File: src/rtl/pack_pkg.sv
// Shared types and helpers for the narrow-to-wide packer.
package pack_pkg;

  typedef enum logic {IDLE = 1'b0, FILL = 1'b1} fill_state_e;

  localparam int MAX_LANES = 64;

  function automatic int cnt_width(input int ratio);
    return $clog2(ratio);
  endfunction

  function automatic int tmr_width(input int timeout);
    return $clog2(timeout + 1);
  endfunction

  // Lanes 0..cnt set; a negative cnt yields an empty mask.
  function automatic logic [MAX_LANES-1:0] lane_mask(input int cnt, input int ratio);
    logic [MAX_LANES-1:0] m;
    m = '0;
    for (int i = 0; i < MAX_LANES; i++)
      m[i] = (i <= cnt) && (i < ratio);
    return m;
  endfunction

endpackage

File: src/rtl/pack_idle_timer.sv
// Idle counter for partial-word flush: counts idle cycles, saturates at TIMEOUT.
module pack_idle_timer
  import pack_pkg::*;
#(
  parameter int TIMEOUT = 16
) (
  input  logic clock,
  input  logic reset_L,
  input  logic run,
  input  logic clear,
  input  logic ready,
  output logic fire
);

  localparam int TW = tmr_width(TIMEOUT);

  logic [TW-1:0] t;

  always_ff @(posedge clock) begin
    if (!reset_L)                          t <= '0;
    else if (clear)                        t <= '0;
    else if (run && t != TW'(TIMEOUT))     t <= t + 1'b1;
  end

  // Fires on the idle cycle that brings the count to TIMEOUT, or later once unblocked.
  assign fire = run & ready & (t >= TW'(TIMEOUT - 1));

endmodule

File: src/rtl/narrow_to_wide_packer.sv
// Packs RATIO beats of IN_W bits into one word, lane 0 first, with keep mask.
// Optional idle-timeout flush of partial words under `PACK_TIMEOUT_EN.
module narrow_to_wide_packer
  import pack_pkg::*;
#(
  parameter int IN_W    = 8,
  parameter int RATIO   = 4,
  parameter int TIMEOUT = 16
) (
  input  logic                  clock,
  input  logic                  reset_L,
  input  logic [IN_W-1:0]       in_data,
  input  logic                  in_valid,
  input  logic                  in_last,
  output logic                  in_ready,
  output logic [IN_W*RATIO-1:0] out_data,
  output logic [RATIO-1:0]      out_keep,
  output logic                  out_last,
  output logic                  out_flush,
  output logic                  out_valid,
  input  logic                  out_ready
);

  localparam int CNT_W = cnt_width(RATIO);

  fill_state_e                  state;
  logic [CNT_W-1:0]             cnt;
  logic [RATIO-1:0][IN_W-1:0]   acc, acc_nxt;
  logic [MAX_LANES-1:0]         mask_c, mask_f;
  logic                         accept, complete, fire;

  assign in_ready = reset_L & (~out_valid | out_ready);
  assign accept   = in_valid & in_ready;
  assign complete = accept & ((cnt == CNT_W'(RATIO - 1)) | in_last);
  assign mask_c   = lane_mask(int'(cnt), RATIO);
  assign mask_f   = lane_mask(int'(cnt) - 1, RATIO);

  for (genvar k = 0; k < RATIO; k++) begin : g_lane
    logic [IN_W-1:0] base;
    assign base       = (state == IDLE) ? '0 : acc[k];
    assign acc_nxt[k] = (accept && cnt == CNT_W'(k)) ? in_data : base;
  end

`ifdef PACK_TIMEOUT_EN
  pack_idle_timer #(.TIMEOUT(TIMEOUT)) u_timer (
    .clock   (clock),
    .reset_L (reset_L),
    .run     ((state != IDLE) & ~accept),
    .clear   ((state == IDLE) | accept),
    .ready   (in_ready),
    .fire    (fire)
  );

  always_ff @(posedge clock) begin
    if (!reset_L)              out_flush <= 1'b0;
    else if (complete | fire)  out_flush <= fire;
  end
`else
  assign fire      = 1'b0;
  assign out_flush = 1'b0;
`endif

  always_ff @(posedge clock) begin
    if (!reset_L) begin
      state     <= IDLE;
      cnt       <= '0;
      acc       <= '0;
      out_data  <= '0;
      out_keep  <= '0;
      out_last  <= 1'b0;
      out_valid <= 1'b0;
    end else if (complete | fire) begin
      // fire never coincides with an accept, so acc_nxt is the partial word itself
      out_data  <= acc_nxt;
      out_keep  <= complete ? mask_c[RATIO-1:0] : mask_f[RATIO-1:0];
      out_last  <= complete & in_last;
      out_valid <= 1'b1;
      cnt       <= '0;
      acc       <= '0;
      state     <= IDLE;
    end else begin
      if (accept) begin
        acc   <= acc_nxt;
        cnt   <= cnt + 1'b1;
        state <= FILL;
      end
      if (out_valid & out_ready) out_valid <= 1'b0;
    end
  end

endmodule

File: config.mk
export PLATFORM = sky130hd
export DESIGN_NAME = narrow_to_wide_packer
export DESIGN_NICKNAME = d
export VERILOG_FILES = /design/src/rtl/pack_pkg.sv /design/src/rtl/pack_idle_timer.sv /design/src/rtl/narrow_to_wide_packer.sv
export SDC_FILE = /design/constraint.sdc
export NUM_CORES = 1
export LEC_CHECK = 0
export ABC_AREA = 1
export BUFFER_PORTS_ARGS = -buffer_cell sky130_fd_sc_hd__buf_2
export CORE_UTILIZATION = 60
export DETAILED_ROUTE_END_ITERATION = 10
export PLACE_DENSITY = 0.83
export SLEW_MARGIN = 20
export SYNTH_ARGS = -nofsm -noshare
export SYNTH_HDL_FRONTEND = slang
export SYNTH_SLANG_ARGS = --single-unit
File: constraint.sdc
create_clock -name clock -period 2.3 [get_ports clock]
set_input_delay 0.23 -clock clock [delete_from_list [all_inputs] [get_ports clock]]
set_output_delay 0.23 -clock clock [all_outputs]
set_load 0.05 [all_outputs]
After elaboration in Yosys (flattened, before gate mapping)
Index checks and enable logic that the tools add are counted.

$add $sub $neg: 1. Bitwise operators: 9. Reduce and logical (&&, ||, !) cells: 7. Mux-type cells: 10. Equality and inequality tests: 3. Order comparisons: 3.

Operators by type and width (count): $mux 8 (8); $and 1x1->1 (5); $eq 2x2->1 const B (2); $le 2x2->1 const A (2); $logic_and 1x1->1 (4); $add 2x1->2 const B (1); $eq 2x1->1 const B (1); $le 1x2->1 const A (1); $logic_not 2->1 (1); $mux 1 (2); $not 1->1 (2); $or 1x1->1 (2); $reduce_bool 2->1 (1); $reduce_or 2->1 (1).

Register bits after elaboration: 73. Output and inout bits: 40. Bits of input ports: 13.

Longest topological paths before layout
Gate-level depths: netlist of run 1.

Word-level depth: 6. Mapped depth: 10. Depth with buffers taken out: 8.

Least setup slack after synthesis of run 1
Ideal clock, no wire load.

Kind: reg2reg. Start: register out_valid. End: register acc[12] (netlist name). Arrival: 1594 ps. Path slack: 597 ps. Stages on the path, launching flop included: 9. Path buffers: 1. Data required time: 2191 ps. Cell sequence: dfxtp_1 -> nand2_1 -> nand3_2 -> clkbuf_1 -> nand2_1 -> inv_1 -> nor2_1 -> nand2_1 -> inv_1.

Cells in the longest elaborated chain, start to end: 6. Elaborated cells between the ends (all ways): 8. Classes of those cells: mux (1); bitwise (5); reduce/logical (2).

RTL lines: start, declared (RTL line narrow_to_wide_packer.sv:20) `output logic out_valid,`; start signal, assigned (RTL line narrow_to_wide_packer.sv:71) `out_valid <= 1'b0;`; start signal, assigned (RTL line narrow_to_wide_packer.sv:77) `out_valid <= 1'b1;`; start signal, assigned (RTL line narrow_to_wide_packer.sv:87) `if (out_valid & out_ready) out_valid <= 1'b0;`; $not 1->1 (*) (RTL line narrow_to_wide_packer.sv:32) `assign in_ready = reset_L & (~out_valid | out_ready);`; $or 1x1->1 (*) (RTL line narrow_to_wide_packer.sv:32); $and 1x1->1 (*) (RTL line narrow_to_wide_packer.sv:32); $and 1x1->1 (*) (RTL line narrow_to_wide_packer.sv:33) `assign accept = in_valid & in_ready;`; $and 1x1->1 / $logic_and 1x1->1 (equally long branches) (RTL line narrow_to_wide_packer.sv:34, narrow_to_wide_packer.sv:41); $reduce_or 2->1 (no line) / $mux 8 (equally long branches); end signal, assigned (RTL line narrow_to_wide_packer.sv:83) `acc <= acc_nxt;`; end, declared (RTL line narrow_to_wide_packer.sv:28) `logic [RATIO-1:0][IN_W-1:0] acc, acc_nxt;`.

Mark *: on every way between the ends. The rest lies on a longest branch, timed or not. A chain may end at the register's enable or synchronous reset.

Worst setup path after layout of run 1
Start: register cnt[1]. End: register out_data[5].

Cells in the longest elaborated chain, start to end: 3. Elaborated cells between the ends (all ways): 6. Classes of those cells: eq/ne (1); mux (1); bitwise (2); reduce/logical (2).

RTL lines: start, declared (RTL line narrow_to_wide_packer.sv:27) `logic [CNT_W-1:0] cnt;`; start signal, assigned (RTL line narrow_to_wide_packer.sv:84) `cnt <= cnt + 1'b1;`; $eq 2x2->1 / $logic_not 2->1 (equally long branches) (RTL line narrow_to_wide_packer.sv:34, narrow_to_wide_packer.sv:41); $or 1x1->1 / $logic_and 1x1->1 (equally long branches) (RTL line narrow_to_wide_packer.sv:34, narrow_to_wide_packer.sv:41); $and 1x1->1 / $mux 8 (equally long branches) (RTL line narrow_to_wide_packer.sv:34, narrow_to_wide_packer.sv:41); end signal, assigned (RTL line narrow_to_wide_packer.sv:74) `out_data <= acc_nxt;`; end, declared (RTL line narrow_to_wide_packer.sv:16) `output logic [IN_W*RATIO-1:0] out_data,`.

Parallel ways exist; a longest one is shown, timed or not.

==> qor.log, run 1 <==
qor: sta.final.hold.worst_slack 154 ps
qor: cells_and_area.mostFrequentLayoutCell sky130_fd_sc_hd__nand2_1
qor: floorplanning.boundaryPins 53
qor: sta.worst_slew_pin_slew 674 ps
qor: global_routing.globalRouteTotalUtil 30.3%
qor: place.gp_routability_congestion 0.850
qor: route.vias_per_cell 5.03
qor: global_routing.grt_pass1_vias 3,381
qor: route.detailedRoute.firstIterationViolations 295
qor: global_routing.grt_pass1_wl 15,400 um
qor: sta.min_period_over_period 86.5%
qor: route.vias_after_detailed_routing 3,743
qor: route.drtAntennaViolNets 0
qor: place.port_buffers 51
qor: sta.max_slew_margin 55.0%
qor: sta.timing.final.crit_period 1990 ps
qor: setup_path.critical_path.max_stage_delay 390 ps
qor: logic_synthesis.syn_nets 646
qor: floorplanning.die_area 0.00668 mm^2
qor: cells_and_area.multi_input_area 0.00166 mm^2
qor: place.dp.final_hpwl 6200 um
qor: clock_network.cts_made_buffers 9
qor: sta.setup-violations-final 0
qor: route.finalWirelength 9210 um
qor: logic_synthesis.yosys_warnings 0
qor: sta.setup_ws 311 ps
qor: clock_network.tritoncts yes
qor: logic_synthesis.avgSynthCellArea 6.07 um^2
qor: power_and_ir_drop.peakVddDrop 0.494 mV
qor: run_status.result_of_the_run finished, final reports clean
qor: worst_hold_path.hold_path.class primary input to register
qor: global_routing.overflow 0
qor: setup_path.maximum_fanout_encountered_on_the_critical_timing_path 34
qor: sta.unrepaired_setup_endpoints_after_global_routing false
qor: place.preCtsSetupSlack 228 ps
qor: setup_path.most_frequent_cp_cell sky130_fd_sc_hd__nand2_1
qor: logic_synthesis.mapped_cell_area 0.00381 mm^2
qor: logic_synthesis.synth.area.top_cells sky130_fd_sc_hd__dfxtp_1, sky130_fd_sc_hd__nand2_1, sky130_fd_sc_hd__inv_1
qor: global_routing.antenna_found_initial 0
qor: logic_synthesis.synth.yosys.seq_area_share 38.3%
qor: job.maxCapViolations 0
qor: route.wl_per_cell 12.4 um
qor: cells_and_area.post_route_cells_drive_above_1_share 11.8%
qor: route.drtPass1Iterations 4
qor: power_and_ir_drop.power 2580 uW
qor: clock_network.cts_h_tree_depth 3
qor: power_and_ir_drop.power.static_leakage 0.00273 uW
qor: clock_network.cts_num_sinks 73
qor: sta.slew_violations 0
qor: floorplanning.floorplan.rows 28
qor: cells_and_area.layout.cells.most_common_list sky130_fd_sc_hd__nand2_1, sky130_fd_sc_hd__inv_1, sky130_fd_sc_hd__dfxtp_1
qor: logic_synthesis.netlist-cell-type-count 21
qor: sta.timing_hold_violations_final 0
qor: clock_network.clock_tree_buffer_depth 2
qor: cells_and_area.nets 682
qor: logic_synthesis.postSynthCellCount 629
qor: setup_path.critPathCaptureType register
qor: setup_path.worstPathRequired 2530 ps
qor: sta.achievable-frequency 503 MHz
qor: floorplanning.die_w 81.7 um
qor: setup_path.critical_path_class register to register
qor: logic_synthesis.ys_seq_elements 73
qor: clock_network.clock_root_buffer sky130_fd_sc_hd__clkbuf_8
qor: clock_network.cts_hold_repair.buffers 0
qor: cells_and_area.filler_cell_count 550
qor: floorplanning.fp.dieH 81.7 um
qor: route.drc 0
qor: place.place_inst 729
qor: setup_path.crit_path_top_delay_cell sky130_fd_sc_hd__dfxtp_1
qor: logic_synthesis.netlist.top_cell.by_area sky130_fd_sc_hd__dfxtp_1
qor: setup_path.timing.critical_path.from_type register
qor: power_and_ir_drop.cellPowerDensity 612 mW/mm^2
qor: sta.setup_tns 0 ps
qor: setup_path.arrival 2220 ps
qor: cells_and_area.final_cell_count_no_fill 744
qor: clock_network.clk_pin_slew_worst_paths 80 ps
qor: floorplanning.fp.coreArea 0.00603 mm^2
qor: cells_and_area.diode_count 0
qor: cells_and_area.seqCellArea 0.00146 mm^2
qor: logic_synthesis.synth_top_cell_area_share 38.3%
qor: cells_and_area.area_delta_synth_final 10.4%
qor: floorplanning.start_util 63.3%
qor: global_routing.grt_start_max_net_pins 37
qor: clock_network.clk_latency_worst_skew_pair 350 ps
qor: setup_path.crit_path_cell_trace ha_2, inv_1, nand2_1, nand3_2, nand2_4, inv_2, nand2_1, nand2_1
qor: sta.worst_clock_skew_on_the_final_layout 9.47 ps
-- worst paths after layout --
path / endpoint / cells after the start / slack [ps] / start
worst max register to register: out_data[5] / 8 / 310 / cnt[1]
worst max-delay path: out_data[5] / 8 / 310 / cnt[1]
worst min register to register: out_data[20] / 2 / 450 / out_data[20]
worst min-delay path: out_last / 3 / 150 / in_last
-- area by class of cell --
cell class / count / share of cell area (%)
multi-input cells: 386 / 39.5
clock buffers: 12 / 3.45
well taps: 75 / 2.23
clock inverters: 3 / 0.416
inverters: 138 / 12.3
flip-flops and latches: 73 / 34.7
repair buffers: 57 / 7.43
-- synthesized netlist by cell type (all sizes together) --
cell type  instances
nand4             36
clkbuf            11
a21oi              6
nand2            270
nand3             34
dfxtp             73
ha                 4
inv              138
o21ai              1
o22ai              1
buf               21
nor2              32
o21a               1
conb               1
-- stage by stage --
step / util (%) / area (um^2)
CTS: 69.9 / 4210
finish: 69.9 / 4210
global placement: 67.2 / 4050
floorplan: - / 3810
detailed placement: 67.2 / 4050
global route: 69.9 / 4210
-- critical path: cells and delay by family, from the launching register on --
family / cells / cell delay [ps]
buffers and inverters: 2 / 370
adder cells (fa/ha/maj): 1 / 340
AND/OR/NAND/NOR: 5 / 760
flip-flops: 1 / 390
-- cell families after synthesis --
logic type                 share of synthesized area [%]
and+or+nand+nor                                     40.5
buffers and inverters                               18.2
DFF                                                 38.3
AOI/OAI and AO/OA                                   1.57
adders and majority gates                           1.31
other                                             0.0983
-- power by group --
group / switching (uW) / internal, uW
clock network: 471 / 413
logic: 259 / 100
registers: 24.8 / 1310
-- state kept, by name (all words and copies together), names as in the netlist --
name	cells
acc	32
out_data	32
out_keep	4
cnt	2
out_last	1
out_valid	1
state	1
-- timing repair --
action | 4_1_cts | 5_1_grt
gates resized for setup | 0 | 1
buffers inserted | 0 | 0
endpoints found under the setup margin | 0 | 15
hold endpoints to repair | 0 | 0
-- layer usage --
layer	wire length, um	track usage [%]	vias to the layer above
met4	197	14.0	0
li1	-	-	1918
met5	0	0	-
met1	4130	38.3	1693
met3	543	5.00	18
met2	4340	50.2	114
(Power assumes the default switching activity.)
==> run 2: changes to the inputs <==
Settings changed: CORE_UTILIZATION 60 to 50, MAX_ROUTING_LAYER from default to met4, PLACE_DENSITY 0.83 to 0.71.
==> qor.log, run 2 (synthesis gave the netlist of run 1 again) <==
qor: run_status.result_of_the_run finished, final reports clean
qor: global_routing.globalRouteTotalUtil 26.3% [-4.1 points]
qor: global_routing.overflow 0 [unchanged]
qor: global_routing.met1_usage 32.5% [-5.8 points]
qor: setup_path.worst-path-buf-inv 2 [unchanged]
qor: route.drc 0 [unchanged]
qor: sta.slew_violations 0 [unchanged]
qor: setup_path.setup.reg_to_reg.worst_slack 470 ps [+160 ps]
qor: cells_and_area.layout.cells.most_common_list sky130_fd_sc_hd__nand2_1, sky130_fd_sc_hd__inv_1, sky130_fd_sc_hd__dfxtp_1
qor: floorplanning.die_w 89.4 um [+9.3%]
qor: global_routing.global_route.peak_usage_layer met2
qor: global_routing.antenna_found_initial 0 [unchanged]
qor: setup_path.critPathCaptureType register
qor: global_routing.grt_start_max_net_pins 37 [unchanged]
qor: job.maxCapViolations 0 [unchanged]
qor: place.dp.final_hpwl 6130 um [-1.2%]
qor: place.port_buffers 51 [unchanged]
qor: route.vias_after_detailed_routing 3,673 [-1.9%]
qor: cells_and_area.nets 684 [+0.29%]
qor: clock_network.cts-resized-gates 0 [unchanged]
qor: route.drtPass1Iterations 6 [+2]
qor: clock_network.postCtsSetupBuffers 0 [unchanged]
qor: route.detailedRoute.firstIterationViolations 177 [-40%]
qor: global_routing.grt_pass1_wl 15,400 um [+0.18%]
qor: setup_path.critical_path.max_stage_delay 430 ps [+40 ps]
qor: setup_path.critical_path_class register to register
qor: clock_network.cts_made_buffers 9 [unchanged]
qor: cells_and_area.diode_count 0 [unchanged]
qor: sta.min_period_over_period 79.7% [-6.8 points]
qor: clock_network.cts_num_sinks 73 [unchanged]
qor: route.finalWirelength 9110 um [-1.1%]
qor: floorplanning.die_area 0.00798 mm^2 [+19%]
qor: global_routing.grtUsageMet3 4.99% [-0.014 points]
qor: sta.achievable-frequency 546 MHz [+8.6%]
qor: cells_and_area.mostFrequentLayoutCell sky130_fd_sc_hd__nand2_1
qor: place.gp_routability_congestion 0.891 [+4.8%]
qor: floorplanning.floorplan.rows 31 [+11%]
qor: power_and_ir_drop.peakVddDrop 0.325 mV [-34%]
qor: clock_network.cts_h_tree_depth 3 [unchanged]
qor: clock_network.clock_tree_buffer_depth 2 [unchanged]
qor: setup_path.crit_path_cell_trace inv_1, ha_1, nand4_1, nand2_1, nand3_1, nand2_1, inv_1
qor: setup_path.timing.critical_path.from_type register
qor: setup_path.maximum_fanout_encountered_on_the_critical_timing_path 10 [-71%]
qor: clock_network.cts_hold_repair.buffers 0 [unchanged]
qor: clock_network.clock_root_buffer sky130_fd_sc_hd__clkbuf_8
qor: global_routing.met2_track_demand_over_resource_in_global_routing 43.6% [-6.6 points]
qor: cells_and_area.area_delta_synth_final 13.3%
qor: sta.setup-violations-final 0 [unchanged]
qor: power_and_ir_drop.power.static_leakage 0.00277 uW [+1.7%]
qor: sta.max_slew_margin 55.5% [+0.51 points]
qor: clock_network.clk_pin_slew_worst_paths 70 ps [about the same]
qor: route.drtAntennaViolNets 0 [unchanged]
qor: clock_network.tritoncts yes
qor: clock_network.clk_latency_worst_skew_pair 350 ps [about the same]
qor: route.vias_per_cell 4.76 [-5.3%]
qor: floorplanning.fp.dieH 89.4 um [+9.3%]
qor: route.wl_per_cell 11.8 um [-4.6%]
qor: cells_and_area.layout.core_utilization 58.9% [-11 points]
qor: setup_path.crit_path_top_delay_cell sky130_fd_sc_hd__nand4_1
qor: floorplanning.boundaryPins 53 [unchanged]
qor: setup_path.arrival 2080 ps [-140 ps]
qor: global_routing.grt_pass1_vias 3,381 [unchanged]
qor: sta.timing.final.crit_period 1830 ps [-157 ps]
qor: cells_and_area.post_route_cells_drive_above_1_share 12.4% [+0.54 points]
qor: setup_path.worstPathRequired 2540 ps [about the same]
qor: sta.setup_tns 0 ps [unchanged]
qor: sta.unrepaired_setup_endpoints_after_global_routing false
qor: sta.worst_clock_skew_on_the_final_layout 6.85 ps [-2.62 ps]
qor: setup_path.cpLargestDelayFamily simple AND/OR/NAND/NOR gates
qor: floorplanning.fp.coreArea 0.00733 mm^2 [+22%]
qor: sta.worst_slew_pin_slew 666 ps [-7.57 ps]
qor: power_and_ir_drop.cellPowerDensity 656 mW/mm^2 [+7.2%]
qor: worst_hold_path.hold_path.class primary input to register
qor: floorplanning.start_util 52.0% [-11 points]
qor: cells_and_area.largest_registers acc (32), out_data (32), out_keep (4)
qor: sta.timing_hold_violations_final 0 [unchanged]
## run 2: changes by cell type in the layout (fill, tap and decap cells not counted)
cell                        change
sky130_fd_sc_hd__ha_1           +1
sky130_fd_sc_hd__bufinv_16      +2
sky130_fd_sc_hd__buf_4          +2
sky130_fd_sc_hd__clkbuf_8       +1
sky130_fd_sc_hd__clkbuf_1       -2
sky130_fd_sc_hd__ha_2           -1
## run 2: final timing paths
check | start | to | cells past startpoint
hold reg to reg | out_keep[0] | out_keep[0] | 2
setup reg to reg | cnt[0] | acc[7] | 7
hold / removal | in_last | out_last | 3
setup / recovery | cnt[0] | acc[7] | 7
## run 2: stage by stage
step	hold WS (ps)	worst slack, ps	cell area (um^2)	std cells	power (uW)
6_report	167	468	4320	771	2830
5_1_grt	197	258	4320	771	2950
4_1_cts	163	466	4320	771	2840
3_5_place_dp	433	494	4090	755	1720
3_3_place_gp	424	534	4090	755	1710
2_1_floorplan	378	597	3810	629	1640
## run 2: per-layer routing
metal | part of all wire, % | routed length (um) | vias to the layer above
li1 | - | - | 1924
met1 | 47 | 4270 | 1648
met2 | 47 | 4250 | 91
met3 | 5.3 | 486 | 10
met4 | 1.0 | 95 | 0
met5 | 0 | 0 | -
## run 2: power breakdown
| group | internal (uW) | switching (uW) | total (uW) | leakage (uW) |
|---|---|---|---|---|
| sequential | 1310 | 27.5 | 1340 | 0.000594 |
| clock | 666 | 475 | 1140 | 0.000115 |
| combinational | 102 | 253 | 355 | 0.00206 |
| total | 2080 | 756 | 2830 | 0.00277 |
## run 2: worst min-delay path, cell delays in order
cell	delay, ps
sky130_fd_sc_hd__buf_2	110
sky130_fd_sc_hd__nand2_1	60
sky130_fd_sc_hd__a21oi_1	70
## run 2: final cells by class
| cell class | instances | area [um^2] |
|---|---|---|
| fillers | 706 | 3010 |
| multi-input cells | 386 | 1660 |
| flip-flops and latches | 73 | 1460 |
| inverters | 138 | 518 |
| repair buffers | 59 | 328 |
| clock buffers | 11 | 151 |
| well taps | 99 | 124 |
| clock inverters | 5 | 77.6 |
==> run 3: changes to the inputs <==
Settings changed: ABC_AREA 1 to 0, PLACE_DENSITY 0.71 to 0.72.
Clock period 2.3 ns to 1.9 ns, I/O delays scaled along.
==> qor.log, run 3 <==
qor: run_status.result_of_the_run finished, violations left
qor: run_status.failed_checks DRC
qor: worst_hold_path.hold_path.class primary input to register
qor: setup_path.setup.reg_to_reg.worst_slack 160 ps [-310 ps]
qor: setup_path.critical_path_class register to register
qor: sta.slew_violations 0 [unchanged]
qor: route.detailedRoute.firstIterationViolations 253 [+43%]
qor: clock_network.clk_pin_slew_worst_paths 80 ps [about the same]
qor: setup_path.worstPathRequired 2080 ps [-460 ps]
qor: route.finalWirelength 8400 um [-7.8%]
qor: power_and_ir_drop.int_power 2770 uW [+33%]
qor: sta.min_period_over_period 91.7% [+12 points]
qor: sta.worst_slew_pin_slew 710 ps [+43.8 ps]
qor: setup_path.crit_path_cell_trace ha_1, buf_4, or2_0, buf_4, a32oi_1, a31oi_1
qor: sta.setup_tns 0 ps [unchanged]
qor: setup_path.timing.rr.start cnt[0]
qor: logic_synthesis.yosys_warnings 0 [unchanged]
qor: floorplanning.boundaryPins 53 [unchanged]
qor: cells_and_area.layout.cells.most_common_list sky130_fd_sc_hd__dfxtp_1, sky130_fd_sc_hd__buf_2, sky130_fd_sc_hd__a21oi_1
qor: clock_network.clk_latency_worst_skew_pair 350 ps [about the same]
qor: clock_network.clock_root_buffer sky130_fd_sc_hd__clkbuf_8
qor: global_routing.grt_start_max_net_pins 40 [+8.1%]
qor: logic_synthesis.synth_top_cells_by_count sky130_fd_sc_hd__dfxtp_1, sky130_fd_sc_hd__a21oi_1, sky130_fd_sc_hd__nand2_1
qor: route.wl_per_cell 17.2 um [+45%]
qor: worst_hold_path.hold_end out_last
qor: cells_and_area.post_route_cells_drive_above_1_share 23.5% [+11 points]
qor: sta.worst_clock_skew_on_the_final_layout 8.79 ps [+1.93 ps]
qor: setup_path.critical_path.max_stage_delay 350 ps [-80 ps]
qor: place.dp.final_hpwl 5220 um [-15%]
qor: logic_synthesis.edff_count_synth 0 [unchanged]
qor: setup_path.reg2regPathDepth 6 [-1]
qor: power_and_ir_drop.net-switching-power 938 uW [+24%]
qor: sta.setup-violations-final 0 [unchanged]
qor: setup_path.arrival 1930 ps [-150 ps]
qor: power_and_ir_drop.cellPowerDensity 949 mW/mm^2 [+45%]
qor: power_and_ir_drop.power.static_leakage 0.00160 uW [-42%]
qor: place.preCtsSetupSlack 184 ps [-310 ps]
qor: logic_synthesis.ys_seq_elements 73 [unchanged]
qor: clock_network.cts_num_sinks 73 [unchanged]
qor: logic_synthesis.mapped_cell_area 0.00337 mm^2 [-12%]
qor: clock_network.cts_h_tree_depth 3 [unchanged]
qor: power_and_ir_drop.seq_power_share 43.2% [-4.0 points]
qor: cells_and_area.diode_count 0 [unchanged]
qor: clock_network.cts_made_buffers 9 [unchanged]
qor: logic_synthesis.synth.area.top_cells sky130_fd_sc_hd__dfxtp_1, sky130_fd_sc_hd__o31ai_1, sky130_fd_sc_hd__a21oi_1
qor: setup_path.critPathCaptureType register
qor: clock_network.clock_tree_buffer_depth 2 [unchanged]
qor: floorplanning.die_area 0.00706 mm^2 [-12%]
qor: setup_path.maximum_fanout_encountered_on_the_critical_timing_path 16 [+6]
qor: global_routing.antenna_found_initial 0 [unchanged]
qor: route.drtAntennaViolNets 0 [unchanged]
qor: worst_hold_path.whs_path_depth 3 [unchanged]
qor: setup_path.timing.critical_path.from_type register
qor: cells_and_area.area_delta_synth_final 16.0%
qor: route.vias_after_detailed_routing 3,004 [-18%]
qor: power_and_ir_drop.peakVddDrop 0.480 mV [+48%]
qor: floorplanning.floorplan.rows 29 [-6.5%]
qor: power_and_ir_drop.share_clk_of_total_power 44.7% [+4.4 points]
qor: sta.setup_ws 158 ps [-310 ps]
qor: logic_synthesis.async_reset_ff_share 0% [unchanged]
qor: floorplanning.die_w 84.0 um [-5.9%]
qor: sta.unrepaired_setup_endpoints_after_global_routing false
qor: setup_path.most_frequent_cp_cell sky130_fd_sc_hd__buf_4
qor: power_and_ir_drop.power_switching_share 25.3% [-1.4 points]
qor: logic_synthesis.postSynthCellCount 369 [-41%]
qor: route.drc 7 [+7]
qor: place.gp_routability_congestion 0.843 [-5.4%]
qor: sta.achievable-frequency 574 MHz [+5.2%]
qor: floorplanning.start_util 52.4% [+0.37 points]
qor: floorplanning.fp.dieH 84.0 um [-5.9%]
qor: logic_synthesis.ys_dominant_reg_cell sky130_fd_sc_hd__dfxtp_1
qor: place.port_buffers 51 [unchanged]
qor: sta.max_slew_margin 52.5% [-3.0 points]
qor: cells_and_area.largest_registers acc (32), out_data (32), out_keep (4)
qor: clock_network.cts-resized-gates 0 [unchanged]
qor: worst_hold_path.holdCritStartpoint in_last
qor: setup_path.critical_path.reg2reg.endpoint out_data[8]
qor: global_routing.overflow 0 [unchanged]
qor: cells_and_area.nets 424 [-38%]
qor: sta.timing_hold_violations_final 0 [unchanged]
qor: cells_and_area.filler_cell_count 531 [-25%]
qor: logic_synthesis.netlist.top_cell.by_area sky130_fd_sc_hd__dfxtp_1
qor: clock_network.postCtsSetupBuffers 0 [unchanged]
qor: floorplanning.fp.coreArea 0.00642 mm^2 [-12%]
qor: global_routing.grt_pass1_vias 2,788 [-18%]
qor: job.maxCapViolations 0 [unchanged]
qor: route.vias_per_cell 6.14 [+29%]
qor: logic_synthesis.synth_top_cell_area_share 43.4% [+5.1 points]
qor: power_and_ir_drop.share_comb_of_total_power 12.0% [-0.5 points]
qor: logic_synthesis.post-synth-top-count-cell sky130_fd_sc_hd__dfxtp_1
qor: logic_synthesis.avgSynthCellArea 9.12 um^2 [+50%]
qor: logic_synthesis.syn_nets 386 [-40%]
qor: cells_and_area.mostFrequentLayoutCell sky130_fd_sc_hd__dfxtp_1
qor: logic_synthesis.synth.yosys.seq_area_share 43.4% [+5.1 points]
qor: global_routing.grt_pass1_wl 13,700 um [-11%]
qor: clock_network.cts_hold_repair.buffers 0 [unchanged]
qor: setup_path.crit_path_top_delay_cell sky130_fd_sc_hd__dfxtp_1
qor: clock_network.tritoncts yes
qor: sta.timing.final.crit_period 1740 ps [-90.4 ps]
qor: logic_synthesis.netlist-cell-type-count 36 [+71%]
qor: route.drtPass1Iterations 10 [+4]
qor: global_routing.globalRouteTotalUtil 25.1% [-1.1 points]
[run 3: cell types whose count changed after synthesis, moves of 6 or more]
cell / previous run / this run
sky130_fd_sc_hd__nand2_1: 269 / 35
sky130_fd_sc_hd__inv_1: 134 / 6
sky130_fd_sc_hd__a21oi_1: 5 / 45
sky130_fd_sc_hd__o31ai_1: 0 / 33
sky130_fd_sc_hd__nand3_1: 32 / 3
sky130_fd_sc_hd__nor2_1: 32 / 3
sky130_fd_sc_hd__a31oi_1: 0 / 17
sky130_fd_sc_hd__mux2i_1: 0 / 17
sky130_fd_sc_hd__a32oi_1: 0 / 16
sky130_fd_sc_hd__buf_2: 11 / 24
sky130_fd_sc_hd__and3b_1: 0 / 10
sky130_fd_sc_hd__a22oi_1: 0 / 6
[run 3: worst max-delay path: cells and delay by family (launching register included)]
kind	cells	cell delay, ps
and+or+nand+nor	1	280
DFF	1	350
AOI/OAI and AO/OA	2	310
adders and majority gates	1	250
buffers and inverters	2	390
[run 3: per-layer routing]
layer / vias to the layer above / GRT usage (%) / part of all wire, %
met1: 1388 / 33.3 / 45
met2: 135 / 37.6 / 46
met4: 0 / 9.40 / 1.5
li1: 1464 / - / -
met5: - / - / 0
met3: 17 / 5.34 / 7.0
[run 3: area by class of cell]
class | count | area (um^2) | area share, %
clock buffers | 11 | 151 | 3.88
repair buffers | 75 | 448 | 11.5
inverters | 6 | 22.5 | 0.577
flip-flops and latches | 73 | 1460 | 37.4
multi-input cells | 242 | 1600 | 41.0
clock inverters | 5 | 125 | 3.20
well taps | 77 | 96.3 | 2.47
[run 3: worst max path at each step]
stage	slack [ps]	end	startpoint
floorplan	220	in_ready	out_valid
global placement	290	out_data[1]	cnt[0]
detailed placement	180	out_data[8]	cnt[0]
CTS	180	out_data[8]	cnt[0]
global route	90	out_data[8]	cnt[0]
finish	160	out_data[8]	cnt[0]
[run 3: logic make-up (layout without fill, tap and decap cells)]
| kind of cell | count (synthesis) | in the layout | share of synthesized area [%] |
|---|---|---|---|
| flops | 73 | 73 | 43.4 |
| fa+ha+maj | 4 | 4 | 1.49 |
| buf+inv | 54 | 97 | 9.11 |
| mux | 17 | 17 | 5.06 |
| compound gates | 124 | 124 | 24.5 |
| simple gates | 96 | 96 | 16.3 |
| other cells | 1 | 1 | 0.111 |
[run 3: power groups by stage]
stage | clock, uW | sequential (uW) | combinational, uW
finish | 1660 | 1600 | 446
global route | 1740 | 1610 | 471
CTS | 1670 | 1600 | 442
detailed placement | 0 | 1640 | 441
global placement | 0 | 1640 | 437
floorplan | 0 | 1750 | 211
[run 3: through the flow]
stage               hold slack [ps]  cells  util, %  cell area (um^2)  power (uW)
floorplan                       346    369        -              3370        1960
global placement                430    473     56.5              3630        2070
detailed placement              434    473     56.5              3630        2080
CTS                             158    489     60.8              3910        3720
global route                    176    489     60.8              3910        3820
finish                          165    489     60.8              3910        3700
